### src/rtl/pio_bank_pkg.sv
// rtl/pio_bank_pkg.sv - shared register map and edge-mode encodings for pio_bank
//
// Purpose : register word addresses, EDGE_MODE encodings and the edge
//           qualification helper used by the PIO bank register block.
// Ports   : none (package).

package pio_bank_pkg;

  // Register word addresses (avs_address)
  localparam logic [2:0] ADDR_DATA_IN   = 3'd0;  // RO  debounced inputs
  localparam logic [2:0] ADDR_DATA_OUT  = 3'd1;  // RW  output register
  localparam logic [2:0] ADDR_OUT_SET   = 3'd2;  // WO  write-1-set of DATA_OUT
  localparam logic [2:0] ADDR_OUT_CLR   = 3'd3;  // WO  write-1-clear of DATA_OUT
  localparam logic [2:0] ADDR_IRQ_MASK  = 3'd4;  // RW  per-input interrupt enable
  localparam logic [2:0] ADDR_EDGE_CAP  = 3'd5;  // R / write-1-clear edge capture
  localparam logic [2:0] ADDR_EDGE_MODE = 3'd6;  // RW  edge selection
  localparam logic [2:0] ADDR_RESERVED  = 3'd7;  // reads 0, writes ignored

  localparam int unsigned BUS_W = 32;

  typedef enum logic [1:0] {
    EDGE_RISING  = 2'd0,
    EDGE_FALLING = 2'd1,
    EDGE_BOTH    = 2'd2,
    EDGE_NONE    = 2'd3
  } edge_mode_e;

  // Does a debounced transition count as a captured edge under this mode?
  function automatic logic edge_hit(input edge_mode_e mode,
                                    input logic       rise,
                                    input logic       fall);
    logic hit;
    hit = 1'b0;
    case (mode)
      EDGE_RISING:  hit = rise;
      EDGE_FALLING: hit = fall;
      EDGE_BOTH:    hit = rise | fall;
      default:      hit = 1'b0;
    endcase
    return hit;
  endfunction

endpackage

### src/rtl/pio_debounce.sv
// rtl/pio_debounce.sv - per-bit 2-flop synchroniser plus counting debouncer
//
// Purpose : brings one asynchronous input into the clk_i domain and only
//           accepts a new level once it has differed from the accepted
//           level for DEB_CYCLES consecutive cycles.
// Ports   : clk_i    - rising-edge clock
//           rst_ni   - asynchronous active-low reset
//           async_i  - raw external input
//           deb_o    - debounced level
//           rise_o   - high in the cycle before deb_o goes 0->1
//           fall_o   - high in the cycle before deb_o goes 1->0

module pio_debounce #(
  parameter int unsigned DEB_CYCLES = 16
) (
  input  logic clk_i,
  input  logic rst_ni,
  input  logic async_i,
  output logic deb_o,
  output logic rise_o,
  output logic fall_o
);

  localparam int unsigned CNT_W = $clog2(DEB_CYCLES);
  localparam logic [CNT_W-1:0] CNT_LAST = CNT_W'(DEB_CYCLES - 1);

  logic             meta_q;
  logic             sync_q;
  logic             deb_q;
  logic             deb_d;
  logic [CNT_W-1:0] cnt_q;
  logic [CNT_W-1:0] cnt_d;

  // Counter measures how long the synchronised level has disagreed with
  // the accepted level; any agreement restarts the measurement, so short
  // glitches never accumulate across separate pulses.
  always_comb begin
    deb_d = deb_q;
    cnt_d = '0;
    if (sync_q != deb_q) begin
      if (cnt_q == CNT_LAST) begin
        deb_d = sync_q;
        cnt_d = '0;
      end else begin
        cnt_d = cnt_q + CNT_W'(1);
      end
    end
  end

  always_ff @(posedge clk_i or negedge rst_ni) begin
    if (!rst_ni) begin
      meta_q <= 1'b0;
      sync_q <= 1'b0;
      deb_q  <= 1'b0;
      cnt_q  <= '0;
    end else begin
      meta_q <= async_i;
      sync_q <= meta_q;
      deb_q  <= deb_d;
      cnt_q  <= cnt_d;
    end
  end

  // Transition flags lead deb_o by one cycle so the capture register can
  // be set on the same edge that the debounced level changes.
  assign deb_o  = deb_q;
  assign rise_o = ~deb_q & deb_d;
  assign fall_o = deb_q & ~deb_d;

endmodule

### src/rtl/pio_bank.sv
// rtl/pio_bank.sv - Avalon-MM parallel I/O bank with debounced inputs and edge IRQ
//
// Purpose : LED output register with set/clear aliases, debounced switch
//           inputs, per-input edge capture and a masked level interrupt.
// Ports   : clk_clk          - rising-edge clock
//           reset_reset_n    - asynchronous active-low reset
//           avs_address      - register word address
//           avs_read         - read strobe, data returned one cycle later
//           avs_write        - write strobe
//           avs_writedata    - write data
//           avs_readdata     - registered, zero-extended read data
//           irq              - registered level interrupt
//           led_wire_export  - DATA_OUT register
//           sw_wire_export   - asynchronous switch inputs

module pio_bank
  import pio_bank_pkg::*;
#(
  parameter int unsigned OUT_W      = 8,
  parameter int unsigned IN_W       = 10,
  parameter int unsigned DEB_CYCLES = 16
) (
  input  logic             clk_clk,
  input  logic             reset_reset_n,
  input  logic [2:0]       avs_address,
  input  logic             avs_read,
  input  logic             avs_write,
  input  logic [31:0]      avs_writedata,
  output logic [31:0]      avs_readdata,
  output logic             irq,
  output logic [OUT_W-1:0] led_wire_export,
  input  logic [IN_W-1:0]  sw_wire_export
);

  logic [IN_W-1:0]  deb;
  logic [IN_W-1:0]  deb_rise;
  logic [IN_W-1:0]  deb_fall;

  logic [OUT_W-1:0] data_out_q, data_out_d;
  logic [IN_W-1:0]  irq_mask_q, irq_mask_d;
  logic [IN_W-1:0]  edge_cap_q, edge_cap_d;
  edge_mode_e       edge_mode_q, edge_mode_d;
  logic             irq_q, irq_d;
  logic [31:0]      readdata_q, readdata_d;

  logic [IN_W-1:0]  edge_set;
  logic [IN_W-1:0]  edge_clr;
  logic [31:0]      rd_mux;

  // Write data above each register's width is intentionally discarded.
  logic unused_wdata;
  assign unused_wdata = ^avs_writedata;

  // ---------------------------------------------------------------------
  // Input conditioning
  // ---------------------------------------------------------------------
  genvar g;
  generate
    for (g = 0; g < IN_W; g++) begin : g_in
      pio_debounce #(
        .DEB_CYCLES (DEB_CYCLES)
      ) u_debounce (
        .clk_i   (clk_clk),
        .rst_ni  (reset_reset_n),
        .async_i (sw_wire_export[g]),
        .deb_o   (deb[g]),
        .rise_o  (deb_rise[g]),
        .fall_o  (deb_fall[g])
      );
    end
  endgenerate

  // ---------------------------------------------------------------------
  // Read mux (zero-extended, sampled from current register state)
  // ---------------------------------------------------------------------
  always_comb begin
    rd_mux = '0;
    case (avs_address)
      ADDR_DATA_IN:   rd_mux[IN_W-1:0]  = deb;
      ADDR_DATA_OUT:  rd_mux[OUT_W-1:0] = data_out_q;
      ADDR_IRQ_MASK:  rd_mux[IN_W-1:0]  = irq_mask_q;
      ADDR_EDGE_CAP:  rd_mux[IN_W-1:0]  = edge_cap_q;
      ADDR_EDGE_MODE: rd_mux[1:0]       = edge_mode_q;
      default:        rd_mux            = '0;
    endcase
  end

  // ---------------------------------------------------------------------
  // Register next-state
  // ---------------------------------------------------------------------
  always_comb begin
    data_out_d  = data_out_q;
    irq_mask_d  = irq_mask_q;
    edge_mode_d = edge_mode_q;
    edge_clr    = '0;
    readdata_d  = readdata_q;

    if (avs_write) begin
      case (avs_address)
        ADDR_DATA_OUT:  data_out_d  = avs_writedata[OUT_W-1:0];
        ADDR_OUT_SET:   data_out_d  = data_out_q | avs_writedata[OUT_W-1:0];
        ADDR_OUT_CLR:   data_out_d  = data_out_q & ~avs_writedata[OUT_W-1:0];
        ADDR_IRQ_MASK:  irq_mask_d  = avs_writedata[IN_W-1:0];
        ADDR_EDGE_CAP:  edge_clr    = avs_writedata[IN_W-1:0];
        ADDR_EDGE_MODE: edge_mode_d = edge_mode_e'(avs_writedata[1:0]);
        default:        ;
      endcase
    end

    if (avs_read) begin
      readdata_d = rd_mux;
    end

    // Edges are qualified with the mode in force now; a mode change only
    // affects future transitions, never bits already captured.
    for (int i = 0; i < IN_W; i++) begin
      edge_set[i] = edge_hit(edge_mode_q, deb_rise[i], deb_fall[i]);
    end

    // Clear first, then set, so a coincident edge is never lost.
    edge_cap_d = (edge_cap_q & ~edge_clr) | edge_set;

    irq_d = |(edge_cap_q & irq_mask_q);
  end

  always_ff @(posedge clk_clk or negedge reset_reset_n) begin
    if (!reset_reset_n) begin
      data_out_q  <= '0;
      irq_mask_q  <= '0;
      edge_cap_q  <= '0;
      edge_mode_q <= EDGE_RISING;
      irq_q       <= 1'b0;
      readdata_q  <= '0;
    end else begin
      data_out_q  <= data_out_d;
      irq_mask_q  <= irq_mask_d;
      edge_cap_q  <= edge_cap_d;
      edge_mode_q <= edge_mode_d;
      irq_q       <= irq_d;
      readdata_q  <= readdata_d;
    end
  end

  assign led_wire_export = data_out_q;
  assign irq             = irq_q;
  assign avs_readdata    = readdata_q;

endmodule
### config.mk
export PLATFORM = sky130hd
export DESIGN_NAME = pio_bank
export DESIGN_NICKNAME = d
export VERILOG_FILES = /design/src/rtl/pio_bank_pkg.sv /design/src/rtl/pio_debounce.sv /design/src/rtl/pio_bank.sv
export SDC_FILE = /design/constraint.sdc
export NUM_CORES = 1
export LEC_CHECK = 0
export CAP_MARGIN = 20
export CELL_PAD_IN_SITES_DETAIL_PLACEMENT = 1
export CELL_PAD_IN_SITES_GLOBAL_PLACEMENT = 1
export CORE_MARGIN = 2
export CORE_UTILIZATION = 42
export CTS_CLUSTER_SIZE = 40
export DETAILED_ROUTE_END_ITERATION = 8
export PLACE_DENSITY = 0.8
export SLEW_MARGIN = 5
export SYNTH_ARGS = -nofsm -noshare
export SYNTH_HDL_FRONTEND = slang
export SYNTH_HIERARCHICAL = 1
export SYNTH_SLANG_ARGS = --single-unit
### constraint.sdc
create_clock -name clk_clk -period 1.68 [get_ports clk_clk]
set_clock_uncertainty 0.05 [all_clocks]
set_input_delay 0.168 -clock clk_clk [delete_from_list [all_inputs] [get_ports clk_clk]]
set_output_delay 0.168 -clock clk_clk [all_outputs]
set_load 0.005 [all_outputs]
==> impl_results.md <==
* Mapped cell area at 5107 um2
* Final period util at 93.03%
* DRT iter0 DRCs at 134
* Die area at 13060 um2
* Register area share after synthesis at 54.39%
* Post-DRT Antenna Nets at 0
* Critical path arrival at 1750 ps
* Synth warn at 6
* Seq cells post-synth at 111
* Worst path cell trace: ha_1 -> nand3_2 -> nor3b_2 -> a21oi_1 -> nor2_1 -> a221o_1
* Post-synth EDFFs at 0
* Synth Area in Simple Gates at 12.32%
* Initial Util at 42.70%
* Compound-cell area share of the yosys netlist at 12.57%
* Maxcap violations at 0
* CTS tree: yes
* DRC viols at 0
* CTS Buf Count at 9
* F_max at 639.9 MHz
* Largest net degree at the start of global routing at 112
* Unrepaired setup endpoints after global routing: false
* Routed vias at 3465
* Sw frac at 25.95%
* Max Buffers Root-to-Sink at 2
* Run status: finished clean
* Post-Synth Adder-Cell Area at 2.450%
* CP required at 1870 ps
* Fin. max-slew vios at 0
* Worst Hold Class: in2reg
* Peak supply drop at 0.0005682 V
* Most frequent cells in the layout: dfrtp_1 (111), clkdlybuf4s50_1 (44), nor3b_1 (27)
* Via density at 5.500
* Mux share of post-synthesis cell area at 9.064%
* Async set or reset register ratio after synthesis at 100.0%
* Die W at 114.3 um
* GPL Wtd Cong at 0.8368
* Leak at 2.681 nW
* Count of input and output buffers at 45
* Power Dens Cells at 996.2 nW/um2
* Worst Setup Start Kind: flip-flop
* Xor-xnor portion of the synthesized cell area at 3.601%
* Via count of the first global-routing pass at 3854
* Drt pass-1 iters at 4
* Logic pwr share at 13.5%
* Yosys cell types at 42
* Slew margin rel. at 35.03%
* Seq pwr share at 50.4%
* DRT Wirelength at 11750 um
* Critical path type: reg2reg
* # IOs at 90
* Core region area at 11960 um2
* Non-filler instance count after layout at 630
* Critical Path Sink Type: flip-flop
* Initial antenna violation count at 0
* Reg clk slew, reported paths at 80 ps
* Synthesized netlist cell count at 408
* Cell count after placement at 613
* Final min period at 1563 ps
* Final Hold Slack at 196.9 ps
* P&R area growth vs syn at 20.14%
* Row Count at 40
* # diodes at 0
* Commonest non-fill, non-tap cell in the layout: dfrtp_1
* Die Height at 114.3 um
* DR WL/cell at 18.66 um
* Sinks on the clock net at 111
* Peak per-stage delay on the critical path at 420 ps
* Slowest-stage cell, CP: dfrtp_1
* Total track usage at 19.06%
* Synth top area cells: dfrtp_1 (54%), nor3b_1 (4.6%), buf_4 (3.7%), xnor2_1 (3.6%), mux2_2 (3.1%)
* Fillers at 1246
* Final hold vios at 0
* Clock Latency Late Sink at 350 ps
* Clock power frac at 36.1%
* Syn_area_per_cell at 12.52 um2
* Final Setup Violations at 0
* Overflow after GRT at 0
* Post-synth top area share at 54.39%
* Most used DFF post-synth: dfrtp_1
* Total setup buffers inserted after CTS at 0
* Global-route wire length before repair at 19290 um
* Switching power at 1.586 mW
* Share of cells above drive strength 1 at 18.63%
* CTS root buf: clkbuf_16
* Worst slew pin tran at 972.5 ps
* Nets at 537
* Largest family of logic cells by synthesized area: compound AO/OA/AOI/OAI gates
* Post-DP HPWL at 8307 um
* Max FO, Critical Path at 4
* Cell Int Power at 4.526 mW
* Biggest area consumer among synthesized cells: dfrtp_1
* Max H-tree Level at 3
[synth_stat cells (2+ instances only)]
library cell and number:
dfrtp_1 111, nor3b_1 31, buf_4 25, nor2_1 21
xnor2_1 21, inv_1 15, mux2_2 14, a21oi_1 11
nand2_1 11, nor2b_1 11, a21o_1 10, a221o_1 10
a311oi_1 10, a31oi_1 10, ha_1 10, mux2_4 10
nand3_2 10, a22o_1 9, o21ai_0 8, o22ai_1 8
mux4_2 6, a22oi_1 5, buf_2 4, clkbuf_1 4
mux2i_1 2, nand3_1 2, nand3b_1 2, nand4b_1 2
o221a_2 2
[critical path: cells and delay by family (launching register included)]
family / cells / cell delay (ps)
DFF: 1 / 420
and+or+nand+nor: 3 / 290
adders and majority gates: 1 / 260
AOI/OAI and AO/OA: 2 / 420
[power groups by stage]
stage / Combinational [mW] / Sequential (mW) / Clock, mW
6_report: 0.824 / 3.08 / 2.21
5_1_grt: 0.900 / 3.11 / 2.36
4_1_cts: 0.833 / 3.08 / 2.26
3_5_place_dp: 0.821 / 3.13 / 0
3_3_place_gp: 0.783 / 3.11 / 0
2_1_floorplan: 0.443 / 3.07 / 0
[metal layers]
layer	wire length, um	GRT usage [%]	vias to the layer above
met4	150	5.447	0
met3	465	3.441	13
met1	4960	23.09	1803
li1	-	-	1585
met5	0	0	-
met2	6178	34.76	64
[stage by stage]
step | power (mW) | utilization (%) | setup WS, ps | setup TNS [ps] | instance area (um2)
floorplan | 3.512 | - | 284.0 | 0 | 5186
global placement | 3.892 | 48.48 | -102.7 | -1810 | 5799
detailed placement | 3.950 | 48.48 | -156.1 | -2958 | 5799
CTS | 6.173 | 51.13 | 71.41 | 0 | 6116
global route | 6.367 | 51.30 | 0.6182 | 0 | 6136
finish | 6.113 | 51.30 | 117.1 | 0 | 6136
[layout make-up]
cell class / instances / area (um2) / share of cell area, %
Clock buffer: 10 / 239.0 / 3.895
Sequential cell: 111 / 2778 / 45.27
Multi-Input combinational cell: 269 / 2146 / 34.97
Clock inverter: 6 / 67.56 / 1.101
Timing Repair Buffer: 72 / 665.6 / 10.85
Tap cell: 147 / 183.9 / 2.998
Inverter: 15 / 56.30 / 0.9176
[cell families after synthesis]
| logic type | Yosys count |
|---|---|
| compound gates | 87 |
| mux | 32 |
| other cells | 1 |
| flops | 111 |
| buf+inv | 49 |
| fa+ha+maj | 10 |
| simple gates | 97 |
| xor+xnor | 21 |
[state kept, by name, indices dropped and copies added, names as in the netlist]
name,cells
irq_mask_q,10
g_in.u_debounce/deb_o,10
edge_mode_q,2
g_in.u_debounce/cnt_q,40
led_wire_export,8
avs_readdata,10
edge_cap_q,10
irq,1
g_in.u_debounce/sync_q,10
g_in.u_debounce/meta_q,10
[path summary, 6_finish.rpt]
path / startpoint / to / slack (ps) / depth (start not counted)
worst min register to register: g_in[2].u_debounce/meta_q$_DFF_PN0_ / g_in[2].u_debounce/sync_q$_DFF_PN0_ / 300 / 0
min in group asynchronous: reset_reset_n / g_in[5].u_debounce/cnt_q[2]$_DFF_PN0_ / 390 / 3
worst min-delay path: sw_wire_export[0] / g_in[0].u_debounce/meta_q$_DFF_PN0_ / 200 / 1
worst max-delay path: g_in[9].u_debounce/cnt_q[0]$_DFF_PN0_ / edge_cap_q[9]$_DFF_PN0_ / 120 / 6
max in group asynchronous: reset_reset_n / g_in[0].u_debounce/deb_o$_DFF_PN0_ / 750 / 3
worst max register to register: g_in[9].u_debounce/cnt_q[0]$_DFF_PN0_ / edge_cap_q[9]$_DFF_PN0_ / 120 / 6
[what timing repair did]
item	4_1_cts	5_1_grt
endpoints found under the hold margin	111	0
setup endpoints to repair	0	4
resized for setup	0	4
hold buffers	1	0
Power figures use the tool's default switching activity.
